[config.mk]
export PLATFORM = sky130hd
export DESIGN_NAME = scb_top_sim
export DESIGN_NICKNAME = d
export VERILOG_FILES = /design/src/rtl/scb_top_sim_pkg.sv /design/src/rtl/scb_port_lane.sv /design/src/rtl/scb_top_sim.sv
export SDC_FILE = /design/constraint.sdc
export NUM_CORES = 1
export LEC_CHECK = 0
export ABC_AREA = 1
export CORE_MARGIN = 2
export CORE_UTILIZATION = 56
export CTS_BUF_LIST = sky130_fd_sc_hd__clkbuf_16
export DETAILED_ROUTE_END_ITERATION = 10
export PLACE_DENSITY_LB_ADDON = 0.3
export SYNTH_ARGS = -nofsm -noshare
export SYNTH_HDL_FRONTEND = slang
export SYNTH_HIERARCHICAL = 1
export SYNTH_SLANG_ARGS = --single-unit
[constraint.sdc]
create_clock -name clk_sys_i -period 3.2 [get_ports clk_sys_i]
set_clock_uncertainty 0.2 [all_clocks]
set_input_delay 0.32 -clock clk_sys_i [delete_from_list [all_inputs] [get_ports clk_sys_i]]
set_output_delay 0.32 -clock clk_sys_i [all_outputs]
set_load 0.05 [all_outputs]
[src/rtl/scb_top_sim_pkg.sv]
// Shared constants and types for the symbol crossbar.
//   c_IDLE_LANE   : value driven on a transmit lane with no source (K28.5, D16.2)
//   c_COMMA       : upper data byte that, with k[1] set, marks a comma
//   c_LINK_RELOAD : link timer reload value on each comma
//   c_REG_*       : register byte offsets (word index = offset[7:2])
//   port_cfg_t    : per-port routing configuration record
package scb_top_sim_pkg;

  localparam logic [17:0] c_IDLE_LANE   = 18'h2BC50;
  localparam logic [7:0]  c_COMMA       = 8'hBC;
  localparam logic [5:0]  c_LINK_RELOAD = 6'd63;

  localparam logic [7:0] c_REG_CTRL      = 8'h00;
  localparam logic [7:0] c_REG_IRQ_STAT  = 8'h04;
  localparam logic [7:0] c_REG_IRQ_MASK  = 8'h08;
  localparam logic [7:0] c_REG_PPS_CNT   = 8'h0C;
  localparam logic [7:0] c_REG_PORT_CFG  = 8'h40;
  localparam logic [7:0] c_REG_PORT_STAT = 8'h80;

  typedef struct packed {
    logic       loop;
    logic       route_en;
    logic [3:0] dst;
  } port_cfg_t;

  function automatic logic [5:0] reg_word(input logic [7:0] ofs);
    return ofs[7:2];
  endfunction

endpackage

[src/rtl/scb_port_lane.sv]
// One transmit/receive lane of the crossbar.
//   clk, rst_n : clock and synchronous active-low reset
//   rd_all     : every receive lane, 18 bits each
//   loop       : this lane's loopback enable
//   en         : global routing enable
//   hit        : hit[s] = source s is routed to this lane
//   td         : registered transmit lane
//   link       : link indicator (timer non-zero)
//   link_evt   : one-cycle pulse on any link change
//   comma_cnt  : wrapping count of commas received on this lane
module scb_port_lane
  import scb_top_sim_pkg::*;
#(
  parameter int g_num_ports = 6,
  parameter int g_index     = 0
) (
  input  logic                      clk,
  input  logic                      rst_n,
  input  logic [18*g_num_ports-1:0] rd_all,
  input  logic                      loop,
  input  logic                      en,
  input  logic [g_num_ports-1:0]    hit,
  output logic [17:0]               td,
  output logic                      link,
  output logic                      link_evt,
  output logic [15:0]               comma_cnt
);

  logic       comma;
  logic [5:0] timer;
  logic       link_q;
  logic [17:0] sel;

  // k[1] qualifies the upper data byte.
  assign comma = rd_all[18*g_index+17] &&
                 (rd_all[18*g_index+8 +: 8] == c_COMMA);

  always_ff @(posedge clk) begin
    if (!rst_n) begin
      timer     <= '0;
      link_q    <= 1'b0;
      comma_cnt <= '0;
      td        <= c_IDLE_LANE;
    end else begin
      if (comma)
        timer <= c_LINK_RELOAD;
      else if (timer != 6'd0)
        timer <= timer - 6'd1;
      link_q <= link;
      if (comma)
        comma_cnt <= comma_cnt + 16'd1;
      td <= sel;
    end
  end

  assign link     = (timer != 6'd0);
  assign link_evt = link ^ link_q;

  // Loopback first; otherwise the lowest routed source. Scanning downward
  // lets the lowest index take the final assignment.
  always_comb begin
    sel = c_IDLE_LANE;
    if (loop) begin
      sel = rd_all[18*g_index +: 18];
    end else if (en) begin
      for (int s = g_num_ports - 1; s >= 0; s--) begin
        if (hit[s])
          sel = rd_all[18*s +: 18];
      end
    end
  end

endmodule

[src/rtl/scb_top_sim.sv]
// Symbol crossbar with Wishbone register file, link monitoring and PPS counter.
//   clk_sys_i, sys_rst_n_i : clock and synchronous active-low reset
//   wb_*                   : pipelined Wishbone slave, ack one cycle after strobe, never stalls
//   wb_irq_o               : registered OR of enabled interrupt status bits
//   pps_i                  : pulse-per-second input, rising edges are counted
//   rd_i / td_o            : receive / transmit lanes, {k[1:0], data[15:0]} per lane
// Valid/ready: an access is taken on every cycle with wb_cyc_i & wb_stb_i
// (stall is always 0); its ack and read data appear on the next cycle.
module scb_top_sim
  import scb_top_sim_pkg::*;
#(
  parameter int g_num_ports = 6
) (
  input  logic                      clk_sys_i,
  input  logic                      sys_rst_n_i,
  input  logic [31:0]               wb_adr_i,
  input  logic [31:0]               wb_dat_i,
  output logic [31:0]               wb_dat_o,
  input  logic                      wb_cyc_i,
  input  logic                      wb_stb_i,
  input  logic                      wb_we_i,
  input  logic [3:0]                wb_sel_i,
  output logic                      wb_ack_o,
  output logic                      wb_stall_o,
  output logic                      wb_irq_o,
  input  logic                      pps_i,
  input  logic [18*g_num_ports-1:0] rd_i,
  output logic [18*g_num_ports-1:0] td_o
);

  logic                   acc;
  logic                   wr;
  logic [5:0]             word;
  logic                   ctrl_en;
  logic [g_num_ports-1:0] irq_stat;
  logic [g_num_ports-1:0] irq_mask;
  logic [g_num_ports-1:0] irq_clr;
  logic [31:0]            pps_cnt;
  logic                   pps_q;
  port_cfg_t [g_num_ports-1:0] cfg;
  logic [g_num_ports-1:0] link;
  logic [g_num_ports-1:0] link_evt;
  logic [15:0]            comma_cnt [g_num_ports];
  logic [31:0]            rdata;
  logic                   unused_bits;

  // Byte lanes are ignored and only address bits [7:2] decode.
  assign unused_bits = ^{wb_sel_i, wb_adr_i[31:8], wb_adr_i[1:0], wb_dat_i};

  assign acc        = wb_cyc_i & wb_stb_i;
  assign wr         = acc & wb_we_i;
  assign word       = wb_adr_i[7:2];
  assign wb_stall_o = 1'b0;

  assign irq_clr = (wr && word == reg_word(c_REG_IRQ_STAT)) ?
                   wb_dat_i[g_num_ports-1:0] : '0;

  always_ff @(posedge clk_sys_i) begin
    if (!sys_rst_n_i) begin
      wb_ack_o <= 1'b0;
      wb_dat_o <= '0;
      wb_irq_o <= 1'b0;
      ctrl_en  <= 1'b0;
      irq_stat <= '0;
      irq_mask <= '0;
      pps_cnt  <= '0;
      pps_q    <= 1'b0;
      cfg      <= '0;
    end else begin
      wb_ack_o <= acc;
      wb_dat_o <= (acc && !wb_we_i) ? rdata : 32'd0;
      wb_irq_o <= |(irq_stat & irq_mask);
      // A link event in the same cycle as a clear keeps the bit set.
      irq_stat <= link_evt | (irq_stat & ~irq_clr);
      pps_q    <= pps_i;
      if (pps_i && !pps_q)
        pps_cnt <= pps_cnt + 32'd1;
      if (wr && word == reg_word(c_REG_CTRL))
        ctrl_en <= wb_dat_i[0];
      if (wr && word == reg_word(c_REG_IRQ_MASK))
        irq_mask <= wb_dat_i[g_num_ports-1:0];
      for (int p = 0; p < g_num_ports; p++) begin
        if (wr && word == reg_word(c_REG_PORT_CFG) + 6'(p))
          cfg[p] <= port_cfg_t'(wb_dat_i[5:0]);
      end
    end
  end

  always_comb begin
    rdata = '0;
    case (word)
      reg_word(c_REG_CTRL):     rdata[0] = ctrl_en;
      reg_word(c_REG_IRQ_STAT): rdata[g_num_ports-1:0] = irq_stat;
      reg_word(c_REG_IRQ_MASK): rdata[g_num_ports-1:0] = irq_mask;
      reg_word(c_REG_PPS_CNT):  rdata = pps_cnt;
      default: ;
    endcase
    for (int p = 0; p < g_num_ports; p++) begin
      if (word == reg_word(c_REG_PORT_CFG) + 6'(p))
        rdata = {26'd0, cfg[p]};
      if (word == reg_word(c_REG_PORT_STAT) + 6'(p))
        rdata = {comma_cnt[p], 15'd0, link[p]};
    end
  end

  for (genvar p = 0; p < g_num_ports; p++) begin : g_lane
    logic [g_num_ports-1:0] hit;
    // A DST beyond the last port matches no lane, so that source drives nothing.
    for (genvar s = 0; s < g_num_ports; s++) begin : g_hit
      assign hit[s] = cfg[s].route_en && (cfg[s].dst == 4'(p));
    end
    scb_port_lane #(
      .g_num_ports(g_num_ports),
      .g_index    (p)
    ) u_lane (
      .clk      (clk_sys_i),
      .rst_n    (sys_rst_n_i),
      .rd_all   (rd_i),
      .loop     (cfg[p].loop),
      .en       (ctrl_en),
      .hit      (hit),
      .td       (td_o[18*p +: 18]),
      .link     (link[p]),
      .link_evt (link_evt[p]),
      .comma_cnt(comma_cnt[p])
    );
  end

endmodule

; ---- Word-level counts from Yosys, hierarchy flattened
; Cells that the tools add are included.
[word_totals]
reg_bits = 362
in_bits = 182
out_inout_bits = 143
wordCells = 285
[op_classes]
addsub = 13
eq_ne = 51
mux = 76
n_bitwise = 15
reduce_logical = 78
[op_table]
columns = operator, count
row1 = $mux 18, 48
row2 = $mux 32, 12
row3 = $add 16x1->16 const B, 6
row4 = $mux 6, 13
row5 = $logic_and 1x1->1, 53
row6 = $eq 4x2->1 const B, 12
row7 = $eq 4x3->1 const B, 12
row8 = $eq 8x8->1 const B, 6
row9 = $eq 6x5->1 const B, 6
row10 = $eq 6x6->1 const B, 6
row11 = $reduce_bool 6->1, 6
row12 = $sub 6x1->6 const B, 6
row13 = $add 32x1->32 const B, 1
row14 = $mux 26, 1
row15 = $eq 4x1->1 const B, 6
row16 = $logic_not 4->1, 6
row17 = $pmux 5 s3, 1
row18 = $reduce_or 15->1, 1
row19 = $and 6x6->6, 2
row20 = $eq 6x2->1 const B, 2
row21 = $reduce_bool 2->1, 6
row22 = $eq 6x1->1 const B, 1
row23 = $logic_not 6->1, 1
row24 = $not 6->6, 1
row25 = other kinds (9), 18

; ---- Depth between registers and ports, before layout
; Gate-level depths: netlist of the first run.
[depth]
depth_word = 14
mapped_depth = 15
depth_no_buf = 14

; ---- Cells and area by module
; Netlist of the first run, hierarchy kept.
[modules_own_cells]
columns = module, n_inst, cells_per_inst, area_each_um2, seq_area_each_um2
row1 = scb_top_sim, 1, 837, 5901.9, 2322.2
row2 = scb_port_lane at g_lane[5].u_lane, 1, 533, 3062.9, 820.8
row3 = scb_port_lane at g_lane[1].u_lane, 1, 527, 3041.7, 820.8
row4 = scb_port_lane at g_lane[3].u_lane, 1, 527, 2999.1, 820.8
row5 = scb_port_lane at g_lane[4].u_lane, 1, 523, 2999.1, 820.8
row6 = scb_port_lane at g_lane[2].u_lane, 1, 523, 2984.1, 820.8
row7 = scb_port_lane at g_lane[0].u_lane, 1, 475, 2792.7, 820.8

; ---- Worst setup path after synthesis of the first run
; Ideal clock, no wire load.
[synth_timing]
path_type = register to register
startpoint = register cfg[14] (netlist name)
endpoint = register g_lane[3].u_lane.td[14]
setup_time_ns = 0.132
t_arrival_ns = 1.570
required_ns = 2.868
setup_slack_ns = 1.298
path_stages_with_launch = 10
path_buffers = 1
synth_period_minus_slack_ns = 1.902
cell_sequence = dfxtp_1 -> nand3b_1 -> nor3_1 -> inv_1 -> clkbuf_1 -> or2_2 -> nand3_1 -> nand2_1 -> nand2_1 -> a21oi_1
[synth_via]
elab_chain_len = 7
[synth_lines]
columns = element, line_no
row1 = from (decl), scb_top_sim.sv:40  ; port_cfg_t [g_num_ports-1:0] cfg;
row2 = "from (signal, indexed assignment)", scb_top_sim.sv:84  ; cfg[p] <= port_cfg_t'(wb_dat_i[5:0]);
row3 = $eq 4x2->1, scb_top_sim.sv:110  ; assign hit[s] = cfg[s].route_en && (cfg[s].dst == 4'(p));
row4 = $logic_and 1x1->1, scb_top_sim.sv:110
row5 = via g_lane[3].hit[2], scb_top_sim.sv:107  ; logic [g_num_ports-1:0] hit;
row6 = $mux 18 (3 in a row), scb_port_lane.sv:67  ; if (hit[s])
row7 = $mux 18, scb_port_lane.sv:65  ; end else if (en) begin
row8 = $mux 18, scb_port_lane.sv:63  ; if (loop) begin
row9 = to (signal assigned), scb_port_lane.sv:43  ; td <= c_IDLE_LANE;
row10 = to (signal assigned), scb_port_lane.sv:52  ; td <= sel;
row11 = to (decl), scb_port_lane.sv:23  ; output logic [17:0] td,
; The timed path passes the listed nets, and every way through them passes these cells.
; A chain may end at the register's enable or synchronous reset.

; ---- Worst setup path in the final report of the first run
[layout_timing]
startpoint = register cfg[24] (netlist name)
endpoint = register g_lane[0].u_lane.td[13]
[layout_via]
elab_chain_len = 9
[layout_lines]
columns = element, line_no
row1 = $logic_not 4->1, scb_top_sim.sv:110
row2 = $logic_and 1x1->1, scb_top_sim.sv:110
row3 = via g_lane[0].hit[4], scb_top_sim.sv:107
row4 = $mux 18 (5 in a row), scb_port_lane.sv:67
row5 = $mux 18, scb_port_lane.sv:65
row6 = $mux 18, scb_port_lane.sv:63
row7 = to (signal assigned), scb_port_lane.sv:43
row8 = to (signal assigned), scb_port_lane.sv:52
row9 = to (decl), scb_port_lane.sv:23
; The timed path passes the listed nets, and every way through them passes these cells.

==> results.toml, run 1 <==
[synth]
yosysWarnings = 6
async_flop_share_pct = 0
synth_top_area_cell = "dfxtp_1"
syn_inst = 3945
synth-seq-area-share_pct = 30.5
postSynthAreaPerCell_um2 = 6.03
ys.flop_type = "dfxtp_1"
synth_top_area_share_pct = 30.5
syn-num-nets = 4146
synth-seq-cells = 362
synth_edf_count = 0
ys_top_cells_by_area = "dfxtp_1 30%, nand2_1 20%, a21oi_1 9.4%, nor2_1 6.8%, nand3_1 6.7%"
syn-cell-area_um2 = 23800
yosysUniqueCellTypes = 51

[routing]
dr.pass1.iters = 7
drt-initial-drc-count = 3245
routed_wl_um = 88000
num_vias = 27200
drtAntennaViolNets = 0
vias_per_cell = 5.69
drc = 0
routedWlPerCell_um = 18.4

[global_route]
antenna_found_initial = 3
grt-ovfl-total = 0
grt_pass1_vias = 24600
track_usage_pct = 39.0
grt_max_degree = 85
grt_pass1_wl_um = 136000

[layout]
layout-drive-gt1-share_pct = 9.47
nNetsFinal = 4406
synthToLayoutAreaGrowth_pct = 19.9

[clock_network]
clock_latency_ps = 590
clk_pin_slew_ps = 60
clk_path_buf_depth = 3
h-tree-depth = 2
cts_tree = "yes"
cts.sinks = 362
root_buffer = "clkbuf_16"
numCtsBuffers = 39

[floorplanning]
start_util_pct = 56.7
die_w_um = 210
ios = 325
die_area_um2 = 44100
coreArea_um2 = 41900
row_count = 75
die_h_um = 210

[setup_path]
worstReg2RegStart = "cfg[24]$_SDFFE_PN0P_"
required_ps = 3420
reg2reg_to = "g_lane[0].u_lane/td[13]$_SDFF_PN1_"
reg2reg_depth = 12
path_max_fanout = 19
r2r_setup_slack_ps = 610
path_class = "reg -> reg"
arrival_ps = 2810
cp-end-kind = "flop"
cp-start-kind = "flop"

[place]
gp_congestion = 1.03
portBuffers = 267
dpl.hpwl_um = 65000

[timing]
min_period_over_period_pct = 81.0
timing.final.hold_violations = 0
tns_ps = 0
max_freq_mhz = 386
layout_min_cycle_time_ps = 2590
slew_headroom_pct = 19.1
setup_viol = 0
tightest_slew_ps = 1210
rsz0062_at_grt = "false"
drv_slew = 0

[power]
p_leak_uw = 0.0127
ir_worst_vdd_uv = 423
power_uw = 11400
pwr_density_cell_nw_per_um2 = 400

[hold_path]
whs_endpoint = "pps_q$_SDFF_PN0_"
min_path_type = "in -> reg"
hp-start = "pps_i"
hold_depth = 3

[status]
status = "finished clean"

[run]
max_cap_viol_count = 0
critical path: stages (launching register included):
cell	delay, ps
dfxtp_1	510
inv_1	110
nand2_1	100
nor2_1	70
buf_4	200
inv_2	280
nand2_1	270
o22ai_1	180
o21ai_0	120
nand2_1	80
nand3_1	70
nand2_1	90
nand2_1	150
synthesized netlist by cell type, types with 21 or more instances:
master    number
a21oi_1      447
o21ai_0      113
nor3_1        40
clkbuf_1      76
a22o_1        21
inv_2         29
or2_2         72
inv_1        370
nand2_1     1253
nor2_2        39
nand3_1      320
xor2_1        44
dfxtp_1      362
buf_2         61
nor2_1       430
power breakdown:
group	leakage, µW	internal [µW]	total [µW]	switching [µW]
Combinational	0.00909	699	2020	1320
Clock	0.000640	2600	4500	1900
Sequential	0.00293	4750	4870	128
stage by stage:
step | utilization [%] | cell area (µm²) | setup slack (ps) | hold slack [ps] | std cells
after detailed placement | 64.9 | 27200 | 566 | 270 | 4702
final | 68.0 | 28500 | 607 | 111 | 4775
after CTS | 68.0 | 28500 | 689 | 98.7 | 4772
after global routing | 68.0 | 28500 | 512 | 150 | 4773
after floorplan | - | 23800 | 1300 | 213 | 3945
after global placement | 64.9 | 27200 | 607 | 264 | 4702
layout by cell type, fill, tap and decap left out, drive strengths merged:
cell,netlist,routed
a22o,21,21
nor4,5,5
clkinvlp,0,2
buf,93,121
diode,0,3
o221ai,2,2
a31oi,10,10
and3,1,1
nor2,486,486
a221oi,14,14
a311oi,1,1
o22ai,5,5
xor2,44,44
a41oi,2,2
xnor2,16,16
or2,92,92
o21ai,116,116
bufinv,0,4
clkinv,17,31
o21a,10,10
inv,399,408
ha,19,19
nor3b,4,4
clkdlybuf4s50,0,266
nand3,338,338
nand3b,4,4
nor3,55,55
nand4,22,22
conb,1,1
clkbuf,76,40
o211ai,1,1
a211oi,6,6
o2111ai,3,3
a21oi,453,453
nand2,1267,1267
dlygate4sd3,0,1
dfxtp,362,362
worst max-delay path by stage:
stage / startpoint / to / slack (ps) / depth (start not counted)
6_report: cfg[24]$_SDFFE_PN0P_ / g_lane[0].u_lane/td[13]$_SDFF_PN1_ / 610 / 12
2_1_floorplan: cfg[14]$_SDFFE_PN0P_ / g_lane[3].u_lane/td[14]$_SDFF_PN0_ / 1300 / 9
5_1_grt: cfg[24]$_SDFFE_PN0P_ / g_lane[0].u_lane/td[13]$_SDFF_PN1_ / 510 / 12
4_1_cts: cfg[24]$_SDFFE_PN0P_ / g_lane[0].u_lane/td[6]$_SDFF_PN1_ / 690 / 12
3_3_place_gp: wb_adr_i[4] / cfg[25]$_SDFFE_PN0P_ / 610 / 9
3_5_place_dp: wb_adr_i[7] / wb_dat_o[16]$_SDFF_PN0_ / 570 / 11
registers in the layout, summed over array words and instances, names as in the netlist:
signal,count
g_lane.u_lane/comma_cnt,96
g_lane.u_lane/td,108
g_lane.u_lane/link_q,6
g_lane.u_lane/timer,36
pps_cnt,32
ctrl_en,1
irq_stat,6
wb_irq_o,1
wb_ack_o,1
cfg,36
irq_mask,6
pps_q,1
wb_dat_o,32
kinds of logic (layout without fill, tap and decap cells):
group | count (synthesis) | count (layout) | share of synthesized area (%)
xor+xnor | 60 | 60 | 2.21
fa+ha+maj | 19 | 19 | 1.00
other cells | 1 | 4 | 0.0158
compound gates | 644 | 644 | 14.6
buf+inv | 585 | 873 | 10.0
simple gates | 2274 | 2274 | 41.7
flops | 362 | 362 | 30.5
layer usage:
layer	part of all wire (%)	routed length (µm)	track usage, %	vias up
li1	-	-	-	13100
met1	37	32900	49.2	12000
met2	43	37800	60.7	1776
met3	13	11500	8.69	370
met4	6.6	5820	23.6	0
met5	0	0	0	-
final cells by class:
cell class / instances / area, µm²
flip-flops and latches: 362 / 7250
clock inverters: 29 / 256
repair buffers: 388 / 3580
multi-input cells: 2998 / 14200
diodes: 3 / 7.51
well taps: 539 / 674
inverters: 416 / 1560
clock buffers: 40 / 1000
fillers: 3763 / 13400
timing repair:
action                     CTS  global route
buffers inserted             0             0
hold endpoints to repair     1             0
gates resized for setup      0             0
setup endpoints to repair    0             0
hold buffers                 1             0
Power figures use the tool's default switching activity.
==> run 2: changes to the inputs <==
--- a/config.mk
+++ b/config.mk
@@ -7,7 +7,7 @@
 export LEC_CHECK = 0
 export ABC_AREA = 1
 export CORE_MARGIN = 2
-export CORE_UTILIZATION = 56
+export CORE_UTILIZATION = 51
 export CTS_BUF_LIST = sky130_fd_sc_hd__clkbuf_16
 export DETAILED_ROUTE_END_ITERATION = 10
 export PLACE_DENSITY_LB_ADDON = 0.3
==> constraint.sdc (replaced) <==
create_clock -name clk_sys_i -period 2.35 [get_ports clk_sys_i]
set_clock_uncertainty 0.2 [all_clocks]
set_input_delay 0.235 -clock clk_sys_i [delete_from_list [all_inputs] [get_ports clk_sys_i]]
set_output_delay 0.235 -clock clk_sys_i [all_outputs]
set_load 0.05 [all_outputs]
==> run 2 against run 1 <==
  * Global-route usage down 2.0 points
  * The run now ends with negative setup slack left
  * Combinational power up 44%
  * Sequential power up 36%
  * Clock-buffer cell count up 1
==> results.toml, run 2 (synthesis gave the netlist of run 1 again) <==
[timing]
setup_ws_ps = -24.8
drv_slew = 0
max_freq_mhz = 421
hold_slack_ps = 29.1
timing.final.hold_violations = 0
layout_min_cycle_time_ps = 2370
min_period_over_period_pct = 101
setup_viol = 1
slew_headroom_pct = 47.9
rsz0062_at_grt = "true"
tightest_slew_ps = 780

[power]
power_uw = 15600
p_leak_uw = 0.0132
pwr_density_cell_nw_per_um2 = 528
p_sw_uw = 4670
ir_worst_vdd_uv = 619
switching_share_pct = 30.0
clockPowerShare_pct = 38.7
p_seq_share_pct = 42.6
intPower_uw = 10900
pwr-share-comb_pct = 18.7

[setup_path]
reg2reg_depth = 4
arrival_ps = 2640
path_cells = "nand2_1 > a21oi_1 > nand2_1 > a21oi_1"
reg2reg_to = "g_lane[4].u_lane/td[14]$_SDFF_PN0_"
cp-end-kind = "flop"
cp-start-kind = "flop"
path_max_fanout = 10
cp_slowest_stage_delay_ps = 820
required_ps = 2610
path_class = "reg -> reg"
worstReg2RegStart = "ctrl_en$_SDFFE_PN0P_"
r2r_setup_slack_ps = -20
critPathSlowestCell = "dfxtp_1"

[clock_network]
clock_latency_ps = 580
cts.sinks = 362
root_buffer = "clkbuf_16"
post_cts_buffers = 0
cts_tree = "yes"
h-tree-depth = 2
clk_path_buf_depth = 3
numCtsBuffers = 40
clk_pin_slew_ps = 60

[floorplanning]
coreArea_um2 = 46300
start_util_pct = 51.4
ios = 325
die_w_um = 220
die_area_um2 = 48400
die_h_um = 220
row_count = 79

[status]
failed_checks = "negative setup slack"
status = "finished with violations"

[routing]
routed_wl_um = 91600
drt-initial-drc-count = 3040
dr.pass1.iters = 7
drc = 0
num_vias = 27300
drtAntennaViolNets = 0
vias_per_cell = 5.54
routedWlPerCell_um = 18.6

[layout]
fillCellCount = 4352
most-common-layout-cells = "1253 x nand2_1, 447 x a21oi_1, 425 x nor2_1"
regMostFlops = "g_lane.u_lane/td"
stdcell_count = 4936
synthToLayoutAreaGrowth_pct = 24.1
largest_reg_flops = 108
reg.largest.list = "g_lane.u_lane/td: 108 flops, g_lane.u_lane/comma_cnt: 96 flops"
layout-drive-gt1-share_pct = 11.6
post-route-util_pct = 63.8
nNetsFinal = 4504
antenna_cells = 0
layout_commonest_cell = "nand2_1"

[place]
placed_cells = 4867
portBuffers = 267
dpl.hpwl_um = 69700
gp_congestion = 1.01
place_ws_ps = 1.44

[global_route]
grt_pass1_vias = 24400
grt_max_degree = 37
antenna_found_initial = 3
track_usage_pct = 36.9
grt_pass1_wl_um = 138000
grt-ovfl-total = 0

[hold_path]
whs_endpoint = "pps_q$_SDFF_PN0_"
hold_depth = 3
hp-start = "pps_i"
min_path_type = "in -> reg"

[run]
max_cap_viol_count = 0
run 2: timing repair:
item	in CTS	in global routing
gates resized for setup	0	7
hold buffers	1	0
endpoints found under the setup margin	0	22
hold endpoints to repair	15	0
run 2: layer usage:
layer	track usage [%]	part of all wire, %
met1	47.8	39
met2	57.9	43
met3	6.90	11
met4	20.3	5.9
met5	0	0.020
run 2: per-stage QoR:
stage               setup TNS, ps  area [µm²]
floorplan                       0       23800
global placement                0       28300
detailed placement              0       28300
CTS                             0       29500
global route                -13.1       29500
finish                      -24.8       29500
run 2: worst max-delay path by stage:
stage                                       startpoint                                  to  cells past startpoint
floorplan                         cfg[14]$_SDFFE_PN0P_  g_lane[3].u_lane/td[14]$_SDFF_PN0_                      9
global placement                           wb_adr_i[3]             wb_dat_o[30]$_SDFF_PN0_                     12
global route                      cfg[26]$_SDFFE_PN0P_   g_lane[2].u_lane/td[4]$_SDFF_PN1_                     14
finish                            ctrl_en$_SDFFE_PN0P_  g_lane[4].u_lane/td[14]$_SDFF_PN0_                      4
CTS                 g_lane[0].u_lane/td[15]$_SDFF_PN1_                            td_o[15]                      1
detailed placement                         wb_adr_i[3]             wb_dat_o[30]$_SDFF_PN0_                     12
run 2: cell type report:
cell class              instances  area (µm²)  area share, %
clock buffers                  41        1030           3.48
clock inverters                27         210          0.712
inverters                     416        1560           5.29
multi-input cells            2998       14200           48.1
flip-flops and latches        362        7250           24.5
well taps                     607         759           2.57
repair buffers                485        4510           15.3
run 2: power by group through the flow:
stage               clock [µW]  combinational (µW)  sequential, µW
floorplan                    0                1610            6730
global placement             0                2780            6770
detailed placement           0                2830            6770
CTS                       6130                2850            6640
global route              6370                3220            6660
finish                    6040                2910            6640
run 2: critical path: cells and delay by family, from the launching register on:
family / cells / cell delay (ps)
DFF: 1 / 820
and+or+nand+nor: 2 / 690
AOI/OAI and AO/OA: 2 / 540
